$ cat src/rtl/bin_to_bcd_seq.sv
// bin_to_bcd_seq: iterative double-dabble binary to packed-BCD converter.
// A conversion takes IN_W shift cycles plus one finish cycle. The results
// (bcd, blank, overflow) are registered and only change on the done edge,
// so a downstream display never sees a partially converted value.
//
// Handshake: start is sampled only while IDLE; the edge that samples it
// captures bin and raises busy. Any start seen while busy (or on the done
// edge) is dropped. done is a single-cycle pulse on the cycle the new
// result becomes visible; busy falls on that same edge.
module bin_to_bcd_seq #(
    parameter int IN_W   = 14,
    parameter int DIGITS = 4
) (
    input  logic                  clk,
    input  logic                  rst_n,
    input  logic                  start,
    input  logic [IN_W-1:0]       bin,
    output logic                  busy,
    output logic                  done,
    output logic [4*DIGITS-1:0]   bcd,
    output logic [DIGITS-1:0]     blank,
    output logic                  overflow
);

    // Accumulator carries one extra guard digit above the displayed digits.
    localparam int ACC_W = 4*DIGITS + 4;
    localparam int CNT_W = $clog2(IN_W + 1);
    localparam int SH_W  = ACC_W + IN_W;

    // Largest value that fits in DIGITS decimal digits.
    localparam logic [IN_W-1:0]   MAX_VAL   = IN_W'(10**DIGITS - 1);
    // Every digit blanked except the units digit, which always shows.
    localparam logic [DIGITS-1:0] BLANK_RST = ~DIGITS'(1);

    typedef enum logic [1:0] {
        IDLE   = 2'd0,
        SHIFT  = 2'd1,
        FINISH = 2'd2
    } state_t;

    state_t             state;
    state_t             state_nxt;

    logic [IN_W-1:0]    sr;
    logic [ACC_W-1:0]   acc;
    logic [ACC_W-1:0]   acc_adj;
    logic [SH_W-1:0]    shifted;
    logic [CNT_W-1:0]   cnt;
    logic               big_q;

    logic [4*DIGITS-1:0] bcd_fin;
    logic [DIGITS-1:0]   blank_fin;
    logic                ovf_fin;
    logic                zero_run;

    // State register.
    always_ff @(posedge clk or negedge rst_n) begin
        if (!rst_n) begin
            state <= IDLE;
        end else begin
            state <= state_nxt;
        end
    end

    // Next-state logic: IDLE -> SHIFT on start, IN_W shifts, one FINISH cycle.
    always_comb begin
        state_nxt = state;
        case (state)
            IDLE:    if (start) state_nxt = SHIFT;
            SHIFT:   if (cnt == CNT_W'(1)) state_nxt = FINISH;
            FINISH:  state_nxt = IDLE;
            default: state_nxt = IDLE;
        endcase
    end

    // Add-3 correction on every accumulator nibble >= 5, then the left shift.
    always_comb begin
        acc_adj = acc;
        for (int d = 0; d < DIGITS + 1; d++) begin
            if (acc[4*d +: 4] >= 4'd5) begin
                acc_adj[4*d +: 4] = acc[4*d +: 4] + 4'd3;
            end
        end
        shifted = {acc_adj, sr} << 1;
    end

    // Final result: saturate to all nines on overflow, then derive the
    // leading-zero mask from the value that will actually be shown.
    always_comb begin
        ovf_fin   = big_q || (acc[ACC_W-1 -: 4] != 4'h0);
        bcd_fin   = ovf_fin ? {DIGITS{4'h9}} : acc[4*DIGITS-1:0];
        blank_fin = '0;
        zero_run  = 1'b1;
        for (int d = DIGITS - 1; d >= 1; d--) begin
            zero_run     = zero_run && (bcd_fin[4*d +: 4] == 4'h0);
            blank_fin[d] = zero_run;
        end
    end

    // Datapath, handshake flags and held result registers.
    always_ff @(posedge clk or negedge rst_n) begin
        if (!rst_n) begin
            sr       <= '0;
            acc      <= '0;
            cnt      <= '0;
            big_q    <= 1'b0;
            busy     <= 1'b0;
            done     <= 1'b0;
            bcd      <= '0;
            blank    <= BLANK_RST;
            overflow <= 1'b0;
        end else begin
            done <= 1'b0;
            case (state)
                IDLE: begin
                    if (start) begin
                        sr    <= bin;
                        acc   <= '0;
                        cnt   <= CNT_W'(IN_W);
                        big_q <= (bin > MAX_VAL);
                        busy  <= 1'b1;
                    end
                end
                SHIFT: begin
                    acc <= shifted[SH_W-1:IN_W];
                    sr  <= shifted[IN_W-1:0];
                    cnt <= cnt - CNT_W'(1);
                end
                FINISH: begin
                    bcd      <= bcd_fin;
                    blank    <= blank_fin;
                    overflow <= ovf_fin;
                    done     <= 1'b1;
                    busy     <= 1'b0;
                end
                default: ;
            endcase
        end
    end

endmodule

$ cat config.mk
export PLATFORM = sky130hd
export DESIGN_NAME = bin_to_bcd_seq
export DESIGN_NICKNAME = d
export VERILOG_FILES = /design/src/rtl/bin_to_bcd_seq.sv
export SDC_FILE = /design/constraint.sdc
export NUM_CORES = 1
export LEC_CHECK = 0
export ABC_AREA = 1
export BUFFER_PORTS_ARGS = -buffer_cell sky130_fd_sc_hd__buf_2
export CORE_ASPECT_RATIO = 1.1
export CORE_MARGIN = 3
export CORE_UTILIZATION = 27
export DETAILED_ROUTE_END_ITERATION = 10
export MAX_ROUTING_LAYER = met4
export PLACE_DENSITY_LB_ADDON = 0.25
export SLEW_MARGIN = 0
export SYNTH_ARGS = -nofsm -noshare
export SYNTH_HDL_FRONTEND = slang
export SYNTH_SLANG_ARGS = --single-unit
export TNS_END_PERCENT = 1
$ cat constraint.sdc
create_clock -name clk -period 2.7 [get_ports clk]
set_input_delay 0.135 -clock clk [delete_from_list [all_inputs] [get_ports clk]]
set_output_delay 0.135 -clock clk [all_outputs]
set_load 0.02 [all_outputs]
==> flow_summary_export.csv, run 1 <==
group,metric,value,unit
clock_network,cts_hold_buf,0,
floorplan,die_x,108.2,um
synthesis,yosys-top-cells-count,"nand2_1, dfrtp_1, inv_1",
placed_design,dpl.hpwl,4.732,mm
sta,period_minus_slack,1666,ps
grt,track_usage,0.1154,
clock_network,tritoncts,"yes",
run_status,status,"finished, violations left",
floorplan,die_h,118.4,um
clock_network,post_cts.repair.setup_buffers,0,
clock_network,cts_buffer_depth,2,
detailed_routing,routedWlPerCell,11.96,um
synthesis,ys_ff_latch,63,
synthesis,synthCells,371,
sta,finalHoldViolCount,15,
critical_path,crit_path_start_kind,"register",
flow_run,maxCapViolCount,0,
synthesis,syn_nets,401,
synthesis,ys_warn_count,0,
run_status,failed_checks,"negative hold slack",
sta,setup_tns,0,ps
clock_network,cts_root_buffer,"clkbuf_16",
grt,antenna_found_initial,0,
layout,layout.nets,442,
sta,min_period_over_period,0.6172,
detailed_routing,ant_nets,0,
critical_path,cp_cell_sequence,"inv_2 -> nand2_4 -> inv_4 -> nor2_8 -> inv_2 -> o21ai_0",
grt,overflow,0,
floorplan,fp.dieArea,12820,sq um
critical_path,critical_path.top_delay_family,"simple AND/OR/NAND/NOR gates",
grt,grt_max_degree,64,
clock_network,clock-sinks,63,
clock_network,cts_made_buffers,9,
critical_path,max_stage_delay,410,ps
layout,antennaDiodeCount,0,
floorplan,coreArea,11060,sq um
synthesis,async_flop_share,1.000,
synthesis,ys.flop_type,"dfrtp_1",
floorplan,start_util,0.2805,
synthesis,synth_area_leaders,"dfrtp_1, nand2_1, ha_1",
detailed_routing,drt_pass1_iterations,4,
clock_network,clock_latency,320,ps
sta,setup_violations,0,
power_and_ir_drop,p_per_area,1245,nW/um^2
synthesis,netlist_area,3103,sq um
synthesis,yosysMostFrequentCell,"nand2_1",
clock_network,htree_num_levels,3,
layout,layout.cells.non_filler,564,
critical_path,path_buf_inv,3,
synthesis,avgSynthCellArea,8.364,sq um
critical_path,rrSetupSlack,1030,ps
critical_path,cp_data_required_time,2930,ps
clock_network,cts_resized,0,
placed_design,port_buffers,38,
sta,rsz0062_at_grt,"false",
critical_path,cpMostUsedCell,"inv_2",
grt,grt_pass1_vias,2420,
layout,final_layout_size_suffix_gt1_frac,0.1823,
synthesis,yosys.area.top_type,"dfrtp_1",
detailed_routing,dr.first_iter.drc_count,159,
sta,hold_slack,-28.78,ps
synthesis,ys_types,28,
worst_hold_path,hold_path_class,"input port to async pin",
layout,syn_to_final_growth,20.89,%
critical_path,critPathKind,"register to register",
sta,slew_viol_final,0,
sta,worst_slew_pin_slew,810.2,ps
detailed_routing,num_vias,2541,
floorplan,io-pin-count,40,
detailed_routing,drt-total-wl,6.746,mm
grt,grt_pass1_wl,11.61,mm
power_and_ir_drop,leakagePower,0.001904,uW
critical_path,path_max_fanout,35,
synthesis,ys_seq_area_frac,0.5093,
critical_path,critPathSlowestCell,"dfrtp_1",
sta,slew_headroom,0.4599,
sta,clock_skew,6.434,ps
critical_path,endpoint_kind,"register",
synthesis,yosys.area.top_type_share,0.4839,
detailed_routing,drc,0,
sta,clock.fmax,600.1,MHz
placed_design,placed_cells,548,
detailed_routing,vias_per_cell,4.505,
placed_design,place.gp.congestion,0.7900,
synthesis,synth_edf_count,0,
power_and_ir_drop,peakVddDrop,0.3957,mV
floorplan,num_rows,40,
layout,finish.utilization,0.3391,
critical_path,arrival,1900,ps
clock_network,clk_pin_slew,50,ps
sequential cells by signal, indices dropped and copies added, names as in the netlist:
name and cells:
acc 20, bcd 16, big_q 1, blank 3, busy 1, cnt 4, done 1, overflow 1
sr 14, state 2
where the power goes:
group          total [uW]  switching [uW]  leakage [uW]  internal (uW)
clock network        1210             397      0.000155            815
logic                1860            1220      0.000965            639
registers            1600             266      0.000784           1330
per-layer routing:
metal	track usage	part of all wire	vias to the layer above
met4	0.02841	0.010	0
li1	-	-	1277
met5	-	0	-
met2	0.1629	0.43	59
met1	0.1637	0.50	1197
met3	0.03222	0.054	8
metrics by stage:
| step | worst slack [ps] | hold WS [ps] | power, uW | cell area, sq um |
|---|---|---|---|---|
| floorplan | 1392 | -160.6 | 3039 | 3103 |
| global placement | 1091 | 345.0 | 3457 | 3430 |
| detailed placement | 1020 | 358.9 | 3485 | 3430 |
| CTS | 1001 | 24.74 | 4729 | 3751 |
| global route | 870.3 | 39.22 | 5102 | 3751 |
| finish | 1034 | -28.78 | 4669 | 3751 |
path summary, 6_finish.rpt:
| kind | start | endpoint | cells past startpoint |
|---|---|---|---|
| worst max-delay path | state[1]$_DFFE_PN0P_ | acc[3]$_DFFE_PN0P_ | 6 |
| min in group clk | bin[0] | sr[0]$_DFFE_PN0P_ | 3 |
| worst min register to register | blank[2]$_DFFE_PN1P_ | blank[2]$_DFFE_PN1P_ | 2 |
| worst min-delay path | rst_n | sr[2]$_DFFE_PN0P_ | 2 |
| max in group asynchronous | rst_n | bcd[12]$_DFFE_PN0P_ | 2 |
| worst max register to register | state[1]$_DFFE_PN0P_ | acc[3]$_DFFE_PN0P_ | 6 |
layout by cell type, fill, tap and decap left out:
cell,synthesis,final
o21a_1,1,1
nor2_4,1,1
clkbuf_16,0,9
clkbuf_1,1,1
a22oi_1,2,2
dfrtp_1,60,60
a21oi_1,6,6
nor2_8,1,1
nand3_1,31,31
inv_1,39,39
clkinvlp_4,0,1
nand2_1,110,110
inv_2,2,2
nand2_4,1,1
bufinv_16,0,1
a31oi_1,3,3
o21ai_2,9,9
inv_4,1,1
o21ai_0,31,31
nor2_1,32,32
ha_1,13,13
clkbuf_8,0,4
buf_4,3,2
buf_2,5,38
o22ai_2,1,1
o211ai_1,3,3
nand2_2,1,1
nand4_1,8,8
conb_1,1,1
dfstp_2,3,3
nor2_2,1,1
layout make-up:
cell class / count / area [sq um]
Clock buffer: 14 / 284.0
Clock inverter: 2 / 37.54
Fill cell: 1163 / 7310
Inverter: 42 / 160.2
Multi-Input combinational cell: 256 / 1300
Sequential cell: 63 / 1580
Tap cell: 147 / 183.9
Timing Repair Buffer: 40 / 205.2
logic make-up (layout without fill, tap and decap cells):
| group | after synthesis | count (layout) | share of synthesized area |
|---|---|---|---|
| adder cells (fa/ha/maj) | 13 | 13 | 0.05242 |
| AO/OA/AOI/OAI | 56 | 56 | 0.1097 |
| other | 1 | 1 | 0.001209 |
| AND/OR/NAND/NOR | 186 | 186 | 0.2557 |
| buffers and inverters | 52 | 98 | 0.07177 |
| flip-flops | 63 | 63 | 0.5093 |
Power figures use the tool's default switching activity.
==> run 2, diff against run 1 <==
==> constraint.sdc (replaced) <==
create_clock -name clk -period 1.7 [get_ports clk]
set_input_delay 0.085 -clock clk [delete_from_list [all_inputs] [get_ports clk]]
set_output_delay 0.085 -clock clk [all_outputs]
set_load 0.02 [all_outputs]
==> flow_summary_export.csv, run 2 (same netlist as run 1, synthesis figures left out) <==
group,metric,value,unit
sta,finalHoldViolCount,0,
critical_path,endpoint_kind,"register",
clock_network,post_cts.repair.setup_buffers,0,
worst_hold_path,hold_depth,3,
placed_design,placed_cells,557,
layout,layout_common_cells,"nand2_1, dfrtp_1, inv_1",
layout,design_area,3897,sq um
critical_path,max_stage_delay,390,ps
layout,largestRegisters,"acc x20, bcd x16, sr x14",
layout,final_layout_size_suffix_gt1_frac,0.1922,
sta,rsz0062_at_grt,"false",
grt,grt_pass1_vias,2573,
floorplan,start_util,0.2805,
clock_network,cts_made_buffers,9,
layout,layout.nets,462,
layout,layout.cells.non_filler,584,
critical_path,rr_startpoint,"acc[16]$_DFFE_PN0P_",
critical_path,cpMostUsedCell,"inv_1",
critical_path,path_max_fanout,6,
detailed_routing,routedWlPerCell,11.95,um
critical_path,cp_data_required_time,1910,ps
sta,setup_violations,0,
critical_path,r2r_cells,7,
layout,largest_reg_flops,20,
clock_network,clock-sinks,63,
detailed_routing,drc,0,
detailed_routing,vias_per_cell,4.469,
layout,layout_commonest_cell,"nand2_1",
detailed_routing,num_vias,2610,
detailed_routing,ant_nets,0,
run_status,status,"finished, final reports clean",
power_and_ir_drop,peakVddDrop,0.5534,mV
critical_path,critPathKind,"register to register",
placed_design,dpl_cell_area,3510,sq um
clock_network,cts_root_buffer,"clkbuf_16",
worst_hold_path,hp-start,"bin[4]",
critical_path,arrival,1700,ps
sta,period_minus_slack,1489,ps
clock_network,tritoncts,"yes",
clock_network,clk_pin_slew,60,ps
sta,setup_tns,0,ps
floorplan,io-pin-count,40,
critical_path,r2r_end,"bcd[0]$_DFFE_PN0P_",
layout,n_fill_cell,1159,
clock_network,cts_buffer_depth,2,
layout,antennaDiodeCount,0,
critical_path,crit_path_start_kind,"register",
layout,top_register,"acc",
sta,slew_viol_final,0,
sta,clock.fmax,671.7,MHz
worst_hold_path,hold_path_class,"input port to register",
detailed_routing,drt-total-wl,6.980,mm
floorplan,die_x,108.2,um
detailed_routing,drt_pass1_iterations,5,
placed_design,place.gp.congestion,0.7830,
sta,hold_slack,8.101,ps
sta,clock_skew,11.87,ps
power_and_ir_drop,p_per_area,1883,nW/um^2
sta,min_period_over_period,0.8757,
worst_hold_path,holdPathEnd,"sr[4]$_DFFE_PN0P_",
grt,grt_max_degree,64,
placed_design,dpl.hpwl,4.913,mm
placed_design,port_buffers,38,
critical_path,rrSetupSlack,210,ps
flow_run,maxCapViolCount,0,
power_and_ir_drop,leakagePower,0.001978,uW
clock_network,htree_num_levels,3,
critical_path,critPathSlowestCell,"dfrtp_1",
layout,syn_to_final_growth,25.60,%
clock_network,clock_latency,330,ps
floorplan,coreArea,11060,sq um
floorplan,num_rows,40,
floorplan,die_h,118.4,um
detailed_routing,dr.first_iter.drc_count,115,
floorplan,fp.dieArea,12820,sq um
grt,antenna_found_initial,0,
grt,track_usage,0.1225,
grt,overflow,0,
critical_path,cp_cell_sequence,"inv_1 -> ha_1 -> nand2_1 -> nor2_2 -> nand2_2 -> inv_1 -> a21oi_1",
grt,grt_pass1_wl,12.12,mm
[run 2: cell count changes in the layout (fill, tap and decap cells not counted), sizes merged]
cell and change:
buf +9, clkinv +2, clkbuf -1, dlygate4sd3 +11, bufinv -1
[run 2: critical path: cells and delay by family, from the launching register on]
family	cells	cell delay, ps
AOI/OAI and AO/OA	1	100
adders and majority gates	1	180
buffers and inverters	2	320
DFF	1	390
and+or+nand+nor	3	380
[run 2: layout make-up]
cell class                      count  area [sq um]  share of cell area
Timing Repair Buffer               60         395.4              0.1014
Inverter                           42         160.2             0.04109
Multi-Input combinational cell    256          1300              0.3335
Tap cell                          147         183.9             0.04719
Clock inverter                      3         17.52            0.004494
Clock buffer                       13         260.3             0.06677
Sequential cell                    63          1580              0.4055
[run 2: report_power, final]
group	total, uW	internal [uW]	switching (uW)
registers	2540	2120	423
clock network	1710	1060	648
logic	3090	1130	1960
total	7340	4310	3030
[run 2: how the worst max path moves through the flow]
stage | from | to | slack (ps) | cells past startpoint
floorplan | acc[16]$_DFFE_PN0P_ | bcd[0]$_DFFE_PN0P_ | 390 | 7
global placement | acc[16]$_DFFE_PN0P_ | bcd[12]$_DFFE_PN0P_ | 250 | 7
detailed placement | acc[16]$_DFFE_PN0P_ | bcd[0]$_DFFE_PN0P_ | 190 | 7
CTS | acc[16]$_DFFE_PN0P_ | bcd[0]$_DFFE_PN0P_ | 190 | 7
global route | acc[16]$_DFFE_PN0P_ | bcd[6]$_DFFE_PN0P_ | 50 | 7
finish | acc[16]$_DFFE_PN0P_ | bcd[0]$_DFFE_PN0P_ | 210 | 7
[run 2: stage by stage]
stage	setup slack (ps)	util	power (uW)
6_report	211.3	0.3524	7338
5_1_grt	53.53	0.3524	8042
4_1_cts	188.0	0.3524	7450
3_5_place_dp	187.5	0.3173	5674
3_3_place_gp	250.3	0.3173	5620
2_1_floorplan	392.3	-	4826
[run 2: repair_timing]
action,CTS,global route
gates resized for setup,0,0
hold buffers,11,0
endpoints found under the hold margin,70,0
[run 2: routing by layer]
| metal | vias up | track usage | wire [um] |
|---|---|---|---|
| met2 | 63 | 0.1862 | 3245 |
| met1 | 1221 | 0.1543 | 3338 |
| li1 | 1318 | - | - |
| met3 | 8 | 0.03441 | 303 |
| met4 | 0 | 0.04736 | 93 |
| met5 | - | - | 0 |
==> run 3, diff against run 2 <==
--- a/config.mk
+++ b/config.mk
@@ -7,8 +7,10 @@
 export LEC_CHECK = 0
 export ABC_AREA = 1
 export BUFFER_PORTS_ARGS = -buffer_cell sky130_fd_sc_hd__buf_2
+export CELL_PAD_IN_SITES_DETAIL_PLACEMENT = 1
+export CELL_PAD_IN_SITES_GLOBAL_PLACEMENT = 1
 export CORE_ASPECT_RATIO = 1.1
-export CORE_MARGIN = 3
+export CORE_MARGIN = 2
 export CORE_UTILIZATION = 27
 export DETAILED_ROUTE_END_ITERATION = 10
 export MAX_ROUTING_LAYER = met4
==> flow_summary_export.csv, run 3 (same netlist as run 1, synthesis figures left out) <==
group,metric,value,unit
run_status,status,"finished, final reports clean",
sta,period_minus_slack,1511,ps
sta,min_period_over_period,0.8889,
layout,antennaDiodeCount,0,
power_and_ir_drop,p_seq_frac,0.339,
layout,layout.nets,460,
critical_path,critPathKind,"register to register",
critical_path,path_max_fanout,4,
sta,rsz0062_at_grt,"false",
worst_hold_path,hp-start,"bin[9]",
sta,finalHoldViolCount,0,
worst_hold_path,hold_path_class,"input port to register",
placed_design,place.gp.congestion,0.8084,
clock_network,cts_made_buffers,9,
placed_design,port_buffers,38,
critical_path,endpoint_kind,"register",
power_and_ir_drop,p_comb_frac,0.415,
clock_network,clock-sinks,63,
sta,slew_viol_final,0,
clock_network,cts_buffer_depth,2,
floorplan,die_x,106.2,um
clock_network,tritoncts,"yes",
detailed_routing,dr.first_iter.drc_count,84,
clock_network,clock_latency,330,ps
layout,final_layout_size_suffix_gt1_frac,0.1935,
layout,top_register,"acc",
detailed_routing,ant_nets,0,
critical_path,crit_path_start_kind,"register",
floorplan,die_h,116.4,um
clock_network,clk_pin_slew,50,ps
grt,grt_pass1_wl,13.88,mm
power_and_ir_drop,intPower,4425,uW
detailed_routing,routedWlPerCell,13.55,um
floorplan,fp.dieArea,12370,sq um
detailed_routing,vias_per_cell,4.491,
clock_network,post_cts.repair.setup_buffers,0,
layout,multi_input_area,1300,sq um
sta,clock_skew,8.578,ps
floorplan,num_rows,41,
floorplan,io-pin-count,40,
layout,largest_reg_flops,20,
power_and_ir_drop,p_switching,3132,uW
power_and_ir_drop,clkPwrFrac,0.246,
layout,layout_commonest_cell,"nand2_1",
power_and_ir_drop,sw_frac_of_total,0.4145,
sta,setup_violations,0,
flow_run,maxCapViolCount,0,
worst_hold_path,holdPathEnd,"sr[9]$_DFFE_PN0P_",
critical_path,cp_data_required_time,1980,ps
layout,largestRegisters,"acc x20, bcd x16, sr x14",
critical_path,arrival,1790,ps
detailed_routing,drt-total-wl,7.916,mm
placed_design,dpl.hpwl,5.786,mm
detailed_routing,drt_pass1_iterations,4,
detailed_routing,drc,0,
layout,syn_to_final_growth,25.85,%
layout,layout_common_cells,"nand2_1, dfrtp_1, inv_1, buf_2, nor2_1",
critical_path,r2r_cells,8,
critical_path,r2r_end,"blank[1]$_DFFE_PN1P_",
layout,seq_area,1580,sq um
power_and_ir_drop,peakVddDrop,0.5402,mV
grt,track_usage,0.1472,
floorplan,coreArea,11340,sq um
floorplan,start_util,0.2737,
critical_path,rrSetupSlack,190,ps
detailed_routing,num_vias,2623,
sta,clock.fmax,661.8,MHz
layout,n_fill_cell,1355,
worst_hold_path,hold_depth,3,
power_and_ir_drop,leakagePower,0.001976,uW
sta,setup_tns,0,ps
critical_path,rr_startpoint,"acc[16]$_DFFE_PN0P_",
grt,antenna_found_initial,0,
sta,hold_slack,6.077,ps
clock_network,htree_num_levels,3,
grt,overflow,0,
power_and_ir_drop,p_per_area,1935,nW/um^2
clock_network,cts_root_buffer,"clkbuf_16",
grt,grt_max_degree,28,
grt,grt_pass1_vias,2839,
==> run 3: critical path: stages (launching register included) <==
cell,delay [ps]
dfrtp_1,400
inv_1,150
ha_1,190
nand2_1,70
nor2_2,200
nand2_1,130
nor2_1,160
nand3_1,100
nand2_1,70
==> run 3: power groups by stage <==
stage / sequential (uW) / combinational [uW] / clock (uW)
2_1_floorplan: 2640 / 2190 / 0
3_3_place_gp: 2560 / 3080 / 0
3_5_place_dp: 2590 / 3170 / 0
4_1_cts: 2570 / 3210 / 1910
5_1_grt: 2660 / 3650 / 1980
6_report: 2560 / 3130 / 1860
==> run 3: layout make-up <==
cell class              count  share of cell area
well taps                 150             0.04806
multi-input cells         256              0.3329
flip-flops and latches     63              0.4047
clock buffers              12             0.06568
inverters                  42             0.04101
repair buffers             58             0.09676
clock inverters             3             0.01089
==> run 3: timing repair <==
action | CTS | global route
endpoints found under the setup margin | 0 | 5
hold endpoints to repair | 22 | 0
gates resized for setup | 0 | 1
hold buffers | 10 | 0
==> run 3: metrics by stage <==
stage	util	std cells	setup slack, ps	power (uW)	instance area [sq um]
4_1_cts	0.3444	584	106.8	7693	3905
5_1_grt	0.3444	584	29.32	8289	3905
3_5_place_dp	0.3092	559	105.6	5764	3506
6_report	0.3444	584	188.9	7557	3905
2_1_floorplan	-	371	392.3	4826	3103
3_3_place_gp	0.3092	559	228.8	5643	3506
==> run 3: worst max path at each step <==
stage / cells after the start / endpoint / slack, ps / start
6_report: 8 / blank[1]$_DFFE_PN1P_ / 190 / acc[16]$_DFFE_PN0P_
3_5_place_dp: 7 / bcd[0]$_DFFE_PN0P_ / 110 / acc[16]$_DFFE_PN0P_
3_3_place_gp: 7 / bcd[8]$_DFFE_PN0P_ / 230 / acc[16]$_DFFE_PN0P_
5_1_grt: 7 / bcd[4]$_DFFE_PN0P_ / 30 / acc[16]$_DFFE_PN0P_
4_1_cts: 7 / bcd[4]$_DFFE_PN0P_ / 110 / acc[16]$_DFFE_PN0P_
2_1_floorplan: 7 / bcd[0]$_DFFE_PN0P_ / 390 / acc[16]$_DFFE_PN0P_
==> run 3: per-layer routing <==
layer  vias up  track usage  share of wire
li1       1308            -              -
met1      1260       0.1832           0.49
met2        45       0.2376           0.46
met3        10      0.02511          0.028
met4         0      0.06316          0.020
met5         -            -              0
